**config.mk**
```make
export PLATFORM = sky130hd
export DESIGN_NAME = serial_debug_node
export DESIGN_NICKNAME = d
export VERILOG_FILES = /design/src/rtl/serial_debug_node.sv
export SDC_FILE = /design/constraint.sdc
export NUM_CORES = 1
export LEC_CHECK = 0
export ABC_AREA = 1
export BUFFER_PORTS_ARGS = -buffer_cell sky130_fd_sc_hd__buf_2
export CORE_ASPECT_RATIO = 1.1
export CORE_MARGIN = 5
export CORE_UTILIZATION = 45
export CTS_CLUSTER_SIZE = 12
export DETAILED_ROUTE_END_ITERATION = 10
export PLACE_DENSITY = 0.67
export SYNTH_ARGS = -nofsm -noshare
export SYNTH_HDL_FRONTEND = slang
export SYNTH_SLANG_ARGS = --single-unit
```
**constraint.sdc**
```tcl
create_clock -name clk -period 2.5 [get_ports clk]
set_input_delay 0.25 -clock clk [delete_from_list [all_inputs] [get_ports clk]]
set_output_delay 0.25 -clock clk [all_outputs]
set_load 0.02 [all_outputs]
```
**src/rtl/serial_debug_node.sv**
```systemverilog
// Store-and-forward node on the serial debug ring. A frame is
// {dir, addr[14:0], data[BITS-1:0]}, sent MSB first. A write hit updates
// debug_out, a read hit replaces the payload with debug_in, and every frame
// is retransmitted downstream with the same framing.
module serial_debug_node #(
  parameter int          BITS      = 128,
  parameter logic [14:0] NODE_ADDR = 15'h0001,
  parameter bit          ENABLE    = 1'b1,
  parameter int          TIMEOUT   = 4096
) (
  input  logic            clk,
  input  logic            rst_n,
  input  logic [7:0]      prescaler,
  input  logic            debug_rx_data,
  input  logic            debug_rx_clk,
  output logic            debug_tx_data,
  output logic            debug_tx_clk,
  input  logic [BITS-1:0] debug_in,
  output logic [BITS-1:0] debug_out,
  output logic            debug_out_valid,
  output logic            rx_overrun
);

  localparam int SF_BITS = BITS + 16;
  localparam int CW      = $clog2(SF_BITS + 1);
  localparam int IW      = $clog2(TIMEOUT + 1);

  localparam logic [CW-1:0] SF_LAST   = CW'(SF_BITS - 1);
  localparam logic [IW-1:0] IDLE_LAST = IW'(TIMEOUT - 1);

  generate
    if (ENABLE) begin : g_node
      typedef enum logic [1:0] {
        RX   = 2'd0,
        PROC = 2'd1,
        TX   = 2'd2
      } state_t;

      state_t             state;
      logic [SF_BITS-1:0] frame;
      logic [CW-1:0]      bit_cnt;
      logic [IW-1:0]      idle_cnt;
      logic [7:0]         hp_cnt;
      logic [7:0]         hp_load;
      logic               clk_s1, clk_s2, clk_h;
      logic               dat_s1, dat_s2;
      logic               rx_rise;
      logic               frame_dir;
      logic [14:0]        frame_addr;

      // Two-flop synchronisers plus a history flop on the rx clock
      always_ff @(posedge clk or negedge rst_n) begin
        if (!rst_n) begin
          clk_s1 <= 1'b1;
          clk_s2 <= 1'b1;
          clk_h  <= 1'b1;
          dat_s1 <= 1'b0;
          dat_s2 <= 1'b0;
        end else begin
          clk_s1 <= debug_rx_clk;
          clk_s2 <= clk_s1;
          clk_h  <= clk_s2;
          dat_s1 <= debug_rx_data;
          dat_s2 <= dat_s1;
        end
      end

      // Edge detect, header decode and effective half-period
      always_comb begin
        rx_rise    = clk_s2 & ~clk_h;
        frame_dir  = frame[SF_BITS-1];
        frame_addr = frame[SF_BITS-2:BITS];
        hp_load    = (prescaler == 8'd0) ? 8'd1 : prescaler;
      end

      // Receive / process / transmit sequencer with registered outputs
      always_ff @(posedge clk or negedge rst_n) begin
        if (!rst_n) begin
          state           <= RX;
          frame           <= '0;
          bit_cnt         <= '0;
          idle_cnt        <= '0;
          hp_cnt          <= '0;
          debug_tx_clk    <= 1'b1;
          debug_tx_data   <= 1'b0;
          debug_out       <= '0;
          debug_out_valid <= 1'b0;
          rx_overrun      <= 1'b0;
        end else begin
          debug_out_valid <= 1'b0;
          case (state)
            RX: begin
              if (rx_rise) begin
                frame    <= {frame[SF_BITS-2:0], dat_s2};
                idle_cnt <= '0;
                if (bit_cnt == SF_LAST) begin
                  bit_cnt <= '0;
                  state   <= PROC;
                end else begin
                  bit_cnt <= bit_cnt + 1'b1;
                end
              end else if (bit_cnt != '0) begin
                // Abandon a stalled partial frame silently
                if (idle_cnt == IDLE_LAST) begin
                  bit_cnt  <= '0;
                  idle_cnt <= '0;
                end else begin
                  idle_cnt <= idle_cnt + 1'b1;
                end
              end else begin
                idle_cnt <= '0;
              end
            end
            PROC: begin
              if (rx_rise) rx_overrun <= 1'b1;
              if (frame_addr == NODE_ADDR) begin
                if (frame_dir) begin
                  debug_out       <= frame[BITS-1:0];
                  debug_out_valid <= 1'b1;
                end else begin
                  frame[BITS-1:0] <= debug_in;
                end
              end
              hp_cnt       <= hp_load;
              debug_tx_clk <= 1'b1;
              state        <= TX;
            end
            TX: begin
              if (rx_rise) rx_overrun <= 1'b1;
              if (hp_cnt <= 8'd1) begin
                hp_cnt <= hp_load;
                if (debug_tx_clk) begin
                  debug_tx_data <= frame[SF_BITS-1];
                  frame         <= {frame[SF_BITS-2:0], 1'b0};
                  debug_tx_clk  <= 1'b0;
                end else begin
                  debug_tx_clk <= 1'b1;
                  if (bit_cnt == SF_LAST) begin
                    bit_cnt <= '0;
                    state   <= RX;
                  end else begin
                    bit_cnt <= bit_cnt + 1'b1;
                  end
                end
              end else begin
                hp_cnt <= hp_cnt - 1'b1;
              end
            end
            default: state <= RX;
          endcase
        end
      end
    end else begin : g_wire
      // Disabled node: one-flop pass-through of the ring
      always_ff @(posedge clk or negedge rst_n) begin
        if (!rst_n) begin
          debug_tx_data <= 1'b0;
          debug_tx_clk  <= 1'b1;
        end else begin
          debug_tx_data <= debug_rx_data;
          debug_tx_clk  <= debug_rx_clk;
        end
      end

      assign debug_out       = '0;
      assign debug_out_valid = 1'b0;
      assign rx_overrun      = 1'b0;
    end
  endgenerate

endmodule
```
Yosys cells after proc, flatten, opt, wreduce, memory -nomap -nowiden --
Cells that the tools add are included.
Storage, ports and cells: bits in registers 312, latch bits 0, memory bits (writable) 0, ROM bits 0, bits of input ports 140, output and inout bits 132, word-level logic and storage cells 84, memories kept 0
Cells by class: add/sub/neg operators 3, multiply operators 0, div/mod/pow operators 0, $lt $le $gt $ge 1, equality and inequality tests 15, shift-type cells 0, multiplexer cells 32, bitwise operators 2, reductions and logical operators 15
Operators with widths (count):
- 2-to-1 mux 144 bit | 3
- case mux 128 bit (3 select lines) | 1
- 2-to-1 mux 128 bit | 2
- 2-to-1 mux 8 bit | 8
- 2-to-1 mux 13 bit | 3
- case mux 16 bit (2 select lines) | 1
- case mux 8 bit (2 select lines) | 2
- inequality test 2 bit, second input constant | 8
- equality test 15 x 1 -> 1 bit, second input constant | 1
- adder 13 x 1 -> 13 bit, second input constant | 1
- equality test 13 x 12 -> 1 bit, second input constant | 1
- 2-to-1 mux 2 bit | 5
- AND reduction 5 bit | 2
- adder 8 x 1 -> 8 bit, second input constant | 1
- equality test 8 bit, second input constant | 1
- <= comparator 8 x 1 -> 1 bit, second input constant | 1
- logical NOT 8 bit | 1
- nonzero test 8 bit | 1
- subtractor 8 x 1 -> 8 bit, second input constant | 1
- inequality test 3 bit, second input constant | 2
- case mux 2 bit (3 select lines) | 1
- AND reduction 3 bit | 2
- AND reduction 6 bit | 1
- 2-to-1 mux 1 bit | 5
- other kinds (11) | 13

Depth between registers and ports, before layout --
Gate-level depths: netlist (run 1).
depth in word-level cells 5, depth in mapped cells 13, mapped depth without buffers 11

Worst setup path before layout (run 1) --
Ideal clock, no wire load.
path kind reg2reg, start point reg g_node.state[0], end point reg g_node.frame[107], setup time 0.116 ns, arrival 1.751 ns, setup slack 0.632 ns, stages on the path, launching flop included 11, path buffers 3, period minus slack after synthesis 1.868 ns, path through dfrtp_1 inv_1 ha_1 buf_4 inv_2 nor2_2 buf_4 clkbuf_1 o21ai_0 nand3_1 nand2_1
Between the ends: longest elaborated chain between the ends 3, elaborated cells on any way between the ends 11
RTL lines:
- start: declaration | line 39 | state_t state;
- start signal: assignment | line 79 | state <= RX;
- start signal: assignment | line 98 | state <= PROC;
- start signal: assignment | line 126 | state <= TX;
- equality test 2 x 1 -> 1 bit (tied with other cells) | line 91 | case (state)
- inequality test 2 bit (no line) or nonzero test 3 bit (tied branches)
- AND reduction 6 bit (no line)
- end signal: assignment | line 94 | frame <= {frame[SF_BITS-2:0], dat_s2};
- end signal: indexed assignment | line 121 | frame[BITS-1:0] <= debug_in;
- end signal: assignment | line 134 | frame <= {frame[SF_BITS-2:0], 1'b0};
- end: declaration | line 40 | logic [SF_BITS-1:0] frame;
Several ways; a longest one is shown, not always the timed one. A chain may end at the register's enable or synchronous reset.

Worst setup path in the final report (run 1) --
start point reg g_node.state[0], end point reg g_node.frame[48]
The elaborated chain is that of the path after synthesis.

==> metrics.md, run 1 <==
| Metric | Value |
|---|---|
| Outcome | completed |
| Vias | 12700 |
| Synth Flop Type | dfrtp_1 |
| Total die area | between 30000 and 40000 sq um |
| Async SR Flop Fraction | 1.00 |
| DP Area | 16100 sq um |
| Worst vdd ir | approximately 420 uV |
| WP data arrival | about 2.6 ns |
| Insertion delay to the later sink of the worst-skew pair | 0.51 ns |
| Die H | between 150 and 200 um |
| Fmax | about 470 MHz |
| Flop pwr share | 0.483 |
| Layout cells sized above 1 | 0.183 |
| Initial drt markers | 971 |
| Critical Path Source Type | flop |
| Worst slew pin tran | 0.981 ns |
| Worst Skew | 0.0213 ns |
| Post-CTS sizing | 0 |
| Register area share after synthesis | 0.543 |
| IO buf count | ~270 |
| Final Max Slew Viols | 0 |
| Via density | 5.18 |
| First-pass GRT wire length | 64600 um |
| Final Hold Vio Count | 0 |
| Crit-path cells | inv_1 > ha_1 > inv_2 > o21ai_2 > nor2_8 > buf_4 > nand3_1 > nand2_1 |
| Tmin final | 2.15 ns |
| CTS sink count | roughly 310 |
| Clk buf depth | 3 |
| Global Route Usage Sum | 0.215 |
| Synthesized instance count | 1779 |
| Combinational power share | 0.108 |
| Reg2Reg Setup Slack | 0.35 ns |
| DRT antenna net count | 0 |
| Psw | approximately 0.0031 W |
| Initial antenna violation count | 2 |
| Syn nets | between 1500 and 2000 |
| Fin nets | ~2200 |
| Nature of the critical path endpoint | flop |
| CP Max Fanout | 34 |
| Fin Hold WS | approximately 0.032 ns |
| Largest stage delay on the critical path | 0.43 ns |
| Clock slew seen by the registers of the worst setup and hold paths | roughly 0.060 ns |
| Yosys top cell by area | dfrtp_1 |
| CTS H-tree lvls | 2 |
| Internal Power | 0.00888 W |
| Final Cell Area | 17300 sq um |
| Largest net degree at the start of global routing | 191 |
| P_leak | 8.95 nW |
| Syn Area/Cell | 8.09 sq um |
| Final wirelength | around 39000 um |
| GRT Residual Overflow | 0 |
| I/O Pins | 272 |
| Initial Utilization | 0.457 |
| Area of the mapped netlist | 14400 sq um |
| Most instantiated library cell after synthesis | nand2_1 |
| Vias in the first global route | 12700 |
| Num rows | 68 |
| RSZ-0062 raised after global routing | false |
| Synth top area share | 0.536 |
| Final setup viols | 0 |
| Area delta synth->final | 20.1% |
| WP data required | about 2.9 ns |
| Fin Setup TNS | 0 ns |
| Fill count | 2969 |
| Post-synth top cells | nand2_1, dfrtp_1, nand3_1, o21ai_0, inv_1 |
| Final period util | 0.859 |
| Synth Warn # | 0 |
| Routed len/inst | 15.8 um |
| WS Path Type | reg -> reg |
| Switching part of the total | 0.256 |
| Die W | 180 um |
| DR DRC count | 0 |
| # diodes | 0 |
| Synth area leaders | dfrtp_1, nand2_1, nand3_1 |
| Root Driver | clkbuf_16 |
| CTS tree | yes |
| Max cap viols | 0 |
| Critical Path Slowest Stage Cell | dfrtp_1 |
| Pwr dens | between 600 and 700 nW/um^2 |
| EDFF count, synth | 0 |
| Clock power share | 0.409 |
| DRT Pass-1 Iters | 5 |
| Dpl hpwl | 25000 um |
| Worst hold path type | in -> reg |
| Register bit total from synthesis | ~310 |
| Relative slew slack | 0.346 |
| Netlist cell types | 35 |
| Core Region | roughly 31000 sq um |
| Global placement routability congestion | 0.877 |
| Num CTS Buffers | 35 |
## per-stage QoR
stage / power [W] / setup WS (ns) / instances / utilization
2_1_floorplan: 0.00663 / 0.632 / 1779 / -
3_3_place_gp: 0.00712 / 0.402 / 2379 / 0.513
3_5_place_dp: 0.00715 / 0.353 / 2379 / 0.513
4_1_cts: 0.0121 / 0.347 / 2444 / 0.549
5_1_grt: 0.0126 / 0.145 / 2444 / 0.549
6_report: 0.0119 / 0.353 / 2444 / 0.549
## critical path, delay by kind of cell, from the launching register on
kind	cells	cell delay (ns)
AOI/OAI and AO/OA	1	0.12
and+or+nand+nor	3	0.48
buffers and inverters	3	0.71
DFF	1	0.43
adders and majority gates	1	0.31
## path summary, 6_finish.rpt
check,startpoint,endpoint,depth (start not counted)
max,g_node.state[0],g_node.frame[48],8
min,prescaler[4],g_node.hp_cnt[4],3
max reg2reg,g_node.state[0],g_node.frame[48],8
min reg2reg,g_node.clk_s1,g_node.clk_s2,0
max in group asynchronous,rst_n,g_node.frame[67],3
min in group asynchronous,rst_n,g_node.frame[41],2
## flip-flops by register name (all words and copies together) (netlist names), 2 cells and up
name	flops
debug_out	128
g_node.bit_cnt	8
g_node.frame	144
g_node.hp_cnt	8
g_node.idle_cnt	13
g_node.state	2
## cell families after synthesis
kind of cell | synth area share
AOI/OAI and AO/OA | 0.108
xor gates and xnor gates | 0.00365
adders and majority gates | 0.00783
buffers and inverters | 0.0811
DFF | 0.543
muxes | 0.000783
and+or+nand+nor | 0.256
## metal layers
metal  up-vias  part of all wire  global-route usage
met5         -           0.00036                   0
met4         4             0.021              0.0571
met3        56             0.066              0.0429
met2       398              0.47               0.353
met1      5998              0.44               0.295
li1       6203                 -                   -
## layout make-up
class,instances,area (sq um),share of cell area
Clock buffer,49,998,0.0578
Clock inverter,10,78.8,0.00456
Inverter,170,641,0.0371
Multi-Input combinational cell,1180,5470,0.316
Sequential cell,312,7810,0.452
Tap cell,420,526,0.0304
Timing Repair Buffer,303,1760,0.102
## layout by cell type (no fill, tap or decap), types with 2 or more instances in the layout
master / instances
buf_12: 11
nand3b_1: 4
buf_2: 270
nand3_1: 303
clkbuf_8: 7
nand4_1: 6
dlygate4sd3_1: 6
o21ai_0: 269
dfstp_2: 4
nand2_1: 500
ha_1: 7
clkinv_2: 8
o22ai_1: 4
nor2_1: 38
nor2_2: 2
inv_2: 4
nor3_1: 4
clkbuf_16: 35
buf_4: 15
dfrtp_1: 308
xor2_1: 5
o211ai_1: 3
ha_4: 2
o21bai_1: 2
a21oi_1: 10
inv_1: 164
o21ai_1: 7
clkbuf_1: 7
## power by group through the flow
stage / logic, W / clock network, W / registers, W
2_1_floorplan: 0.000846 / 0 / 0.00578
3_3_place_gp: 0.00128 / 0 / 0.00584
3_5_place_dp: 0.00130 / 0 / 0.00584
4_1_cts: 0.00132 / 0.00498 / 0.00577
5_1_grt: 0.00154 / 0.00523 / 0.00582
6_report: 0.00129 / 0.00488 / 0.00577
## timing repair
item                      4_1_cts  5_1_grt
hold endpoints to repair       52        0
hold buffers                    6        0
setup buffers                   0        0
(Power assumes the default switching activity.)
==> run 2: changes to the inputs <==
--- a/config.mk
+++ b/config.mk
@@ -12,7 +12,7 @@
 export CORE_UTILIZATION = 45
 export CTS_CLUSTER_SIZE = 12
 export DETAILED_ROUTE_END_ITERATION = 10
-export PLACE_DENSITY = 0.67
+export PLACE_DENSITY = 0.69
 export SYNTH_ARGS = -nofsm -noshare
 export SYNTH_HDL_FRONTEND = slang
 export SYNTH_SLANG_ARGS = --single-unit
==> constraint.sdc (replaced) <==
create_clock -name clk -period 2.4 [get_ports clk]
set_input_delay 0.24 -clock clk [delete_from_list [all_inputs] [get_ports clk]]
set_output_delay 0.24 -clock clk [all_outputs]
set_load 0.02 [all_outputs]
==> metrics.md, run 2 (synthesis gave the netlist of run 1 again) <==
| Metric | Value |
|---|---|
| Most frequent cells in the layout | nand2_1, dfrtp_1, nand3_1 |
| Max reg flops | 144 (unchanged) |
| Final period util | 0.937 (+0.0782) |
| WS Path Type | reg -> reg |
| Cell repeated most along the worst path | nand3_1 |
| Fmax | 445 MHz (-4.5%) |
| Fin Setup TNS | 0 ns (unchanged) |
| Fin nets | 2156 (+0.23%) |
| P_leak | 8.95 nW (about the same) |
| Worst hold path type | in -> reg |
| Vias in the first global route | 12800 (+1.1%) |
| Layout cells sized above 1 | 0.182 (-0.000988) |
| Final Cell Area | 17300 sq um (about the same) |
| Max cap viols | 0 (unchanged) |
| WP data required | 2.84 ns (-0.09 ns) |
| Most flops, register | g_node.frame |
| Relative slew slack | 0.361 (+0.0152) |
| RSZ-0062 raised after global routing | false |
| Worst Hold End | g_node.hp_cnt[3] |
| Nature of the critical path endpoint | flop |
| Post-CTS setup buffer count | 0 (unchanged) |
| FF-to-FF Start | g_node.state[1] |
| Final Hold Vio Count | 0 (unchanged) |
| DRT antenna net count | 0 (unchanged) |
| Largest registers | g_node.frame x144, debug_out x128, g_node.idle_cnt x13 |
| Critical Path Slowest Stage Cell | buf_4 |
| Initial Utilization | 0.457 (unchanged) |
| Final Max Slew Viols | 0 (unchanged) |
| Die H | 198 um (unchanged) |
| Combinational power share | 0.111 (+0.003) |
| Switching part of the total | 0.256 (about the same) |
| Clock power share | 0.400 (-0.009) |
| R2R cell count | 7 (-1) |
| Largest stage delay on the critical path | 0.71 ns (+0.28 ns) |
| Via density | 5.20 (+0.35%) |
| Initial antenna violation count | 3 (+1) |
| Clock slew seen by the registers of the worst setup and hold paths | 0.06 ns (about the same) |
| CTS tree | yes |
| Tmin final | 2.25 ns (+0.102 ns) |
| Worst slew pin tran | 0.958 ns (-0.0228 ns) |
| Largest net degree at the start of global routing | 161 (-16%) |
| Total die area | 35700 sq um (unchanged) |
| Worst vdd ir | 524 uV (+25%) |
| Crit-path cells | inv_1 > ha_4 > buf_4 > nand3_1 > o21ai_0 > nand3_1 > nand2_1 |
| CTS H-tree lvls | 2 (unchanged) |
| DP Area | 16200 sq um (+0.19%) |
| Die W | 180 um (unchanged) |
| Global Route Usage Sum | 0.213 (-0.00186) |
| WP data arrival | 2.69 ns (+0.11 ns) |
| Hold Path Stages | 3 (unchanged) |
| Routed len/inst | 15.9 um (+0.74%) |
| CTS sink count | 312 (unchanged) |
| Num rows | 68 (unchanged) |
| Insertion delay to the later sink of the worst-skew pair | 0.50 ns (about the same) |
| GRT Residual Overflow | 0 (unchanged) |
| DRT Pass-1 Iters | 5 (unchanged) |
| Pwr dens | 709 nW/um^2 (+2.7%) |
| First-pass GRT wire length | 64400 um (-0.30%) |
| Initial drt markers | 912 (-6.1%) |
| Global placement routability congestion | 0.836 (-4.8%) |
| Area delta synth->final | 20.1% (about the same) |
| CP Max Fanout | 86 (+150%) |
| I/O Pins | 272 (unchanged) |
| Worst r2r dst | g_node.frame[27] |
| Internal Power | 0.00912 W (+2.7%) |
| DR DRC count | 0 (unchanged) |
| Fin Hold WS | 0.0370 ns (+0.00502 ns) |
| Reg2Reg Setup Slack | 0.15 ns (-0.20 ns) |
| Critical Path Source Type | flop |
| Final setup viols | 0 (unchanged) |
| Vias | 12700 (+0.43%) |
| Fill count | 2966 (-0.10%) |
| Final core utilization | 0.549 (about the same) |
| Dpl hpwl | 25300 um (+1.1%) |
| Flop pwr share | 0.490 (+0.007) |
| Final total power | 0.0123 W (+2.7%) |
| Commonest non-fill, non-tap cell in the layout | nand2_1 |
| Psw | 0.00314 W (+2.6%) |
| Clk buf depth | 3 (unchanged) |
| IO buf count | 271 (unchanged) |
| Root Driver | clkbuf_16 |
| Core Region | 31500 sq um (unchanged) |
| Outcome | completed |
| Worst Skew | 0.0104 ns (-0.0109 ns) |
| HP Start | prescaler[3] |
| Num CTS Buffers | 34 (-2.9%) |
| Final wirelength | 38900 um (+0.82%) |
-- run 2: cell types whose count changed in the layout (fill, tap and decap cells not counted), sizes merged --
cell	before	now
buf	297	301
bufinv	1	0
clkbuf	49	50
clkinv	9	3
diode	0	2
dlygate4sd3	6	8
-- run 2: worst max-delay path, delay by kind of cell, from the launching register on --
kind,cells,cell delay (ns)
compound gates,1,0.19
simple gates,3,0.45
buf+inv,2,0.89
flops,1,0.40
fa+ha+maj,1,0.20
-- run 2: area by class of cell --
type	instances	area, sq um	area share
diodes	2	5.00	0.000290
inverters	170	641	0.0371
well taps	420	526	0.0304
clock buffers	50	1000	0.0580
repair buffers	309	1810	0.105
flip-flops and latches	312	7810	0.452
clock inverters	3	18.8	0.00109
multi-input cells	1180	5470	0.317
-- run 2: metal layers --
metal / part of all wire / wire length (um) / track usage
met1: 0.44 / 17100 / 0.292
met2: 0.47 / 18300 / 0.351
met3: 0.068 / 2630 / 0.0413
met4: 0.023 / 893 / 0.0591
met5: 0.00018 / 7 / 0
-- run 2: worst max-delay path by stage --
stage          slack [ns]           endpoint       startpoint  cells past startpoint
2_1_floorplan        0.53  g_node.frame[107]  g_node.state[0]                     10
3_3_place_gp         0.25  g_node.frame[128]  g_node.state[0]                      7
3_5_place_dp         0.19   g_node.frame[27]  g_node.state[1]                      7
4_1_cts              0.17   g_node.frame[27]  g_node.state[1]                      7
5_1_grt             0.003  g_node.frame[128]  g_node.state[0]                      8
6_report             0.15   g_node.frame[27]  g_node.state[1]                      7
-- run 2: what timing repair did --
action                                 CTS  global route
setup endpoints to repair                0             6
resized for setup                        0             1
endpoints found under the hold margin   58             0
hold buffers                             8             0
-- run 2: power by group through the flow --
stage	Sequential [W]	Combinational (W)	Clock (W)
after CTS	0.00600	0.00138	0.00501
final	0.00600	0.00136	0.00490
after global placement	0.00607	0.00132	0
after detailed placement	0.00609	0.00136	0
after floorplan	0.00602	0.000881	0
after global routing	0.00606	0.00161	0.00525
-- run 2: through the flow --
step / instances / setup WS [ns]
floorplan: 1779 / 0.532
global placement: 2383 / 0.248
detailed placement: 2383 / 0.187
CTS: 2444 / 0.167
global route: 2446 / 0.00303
finish: 2446 / 0.151
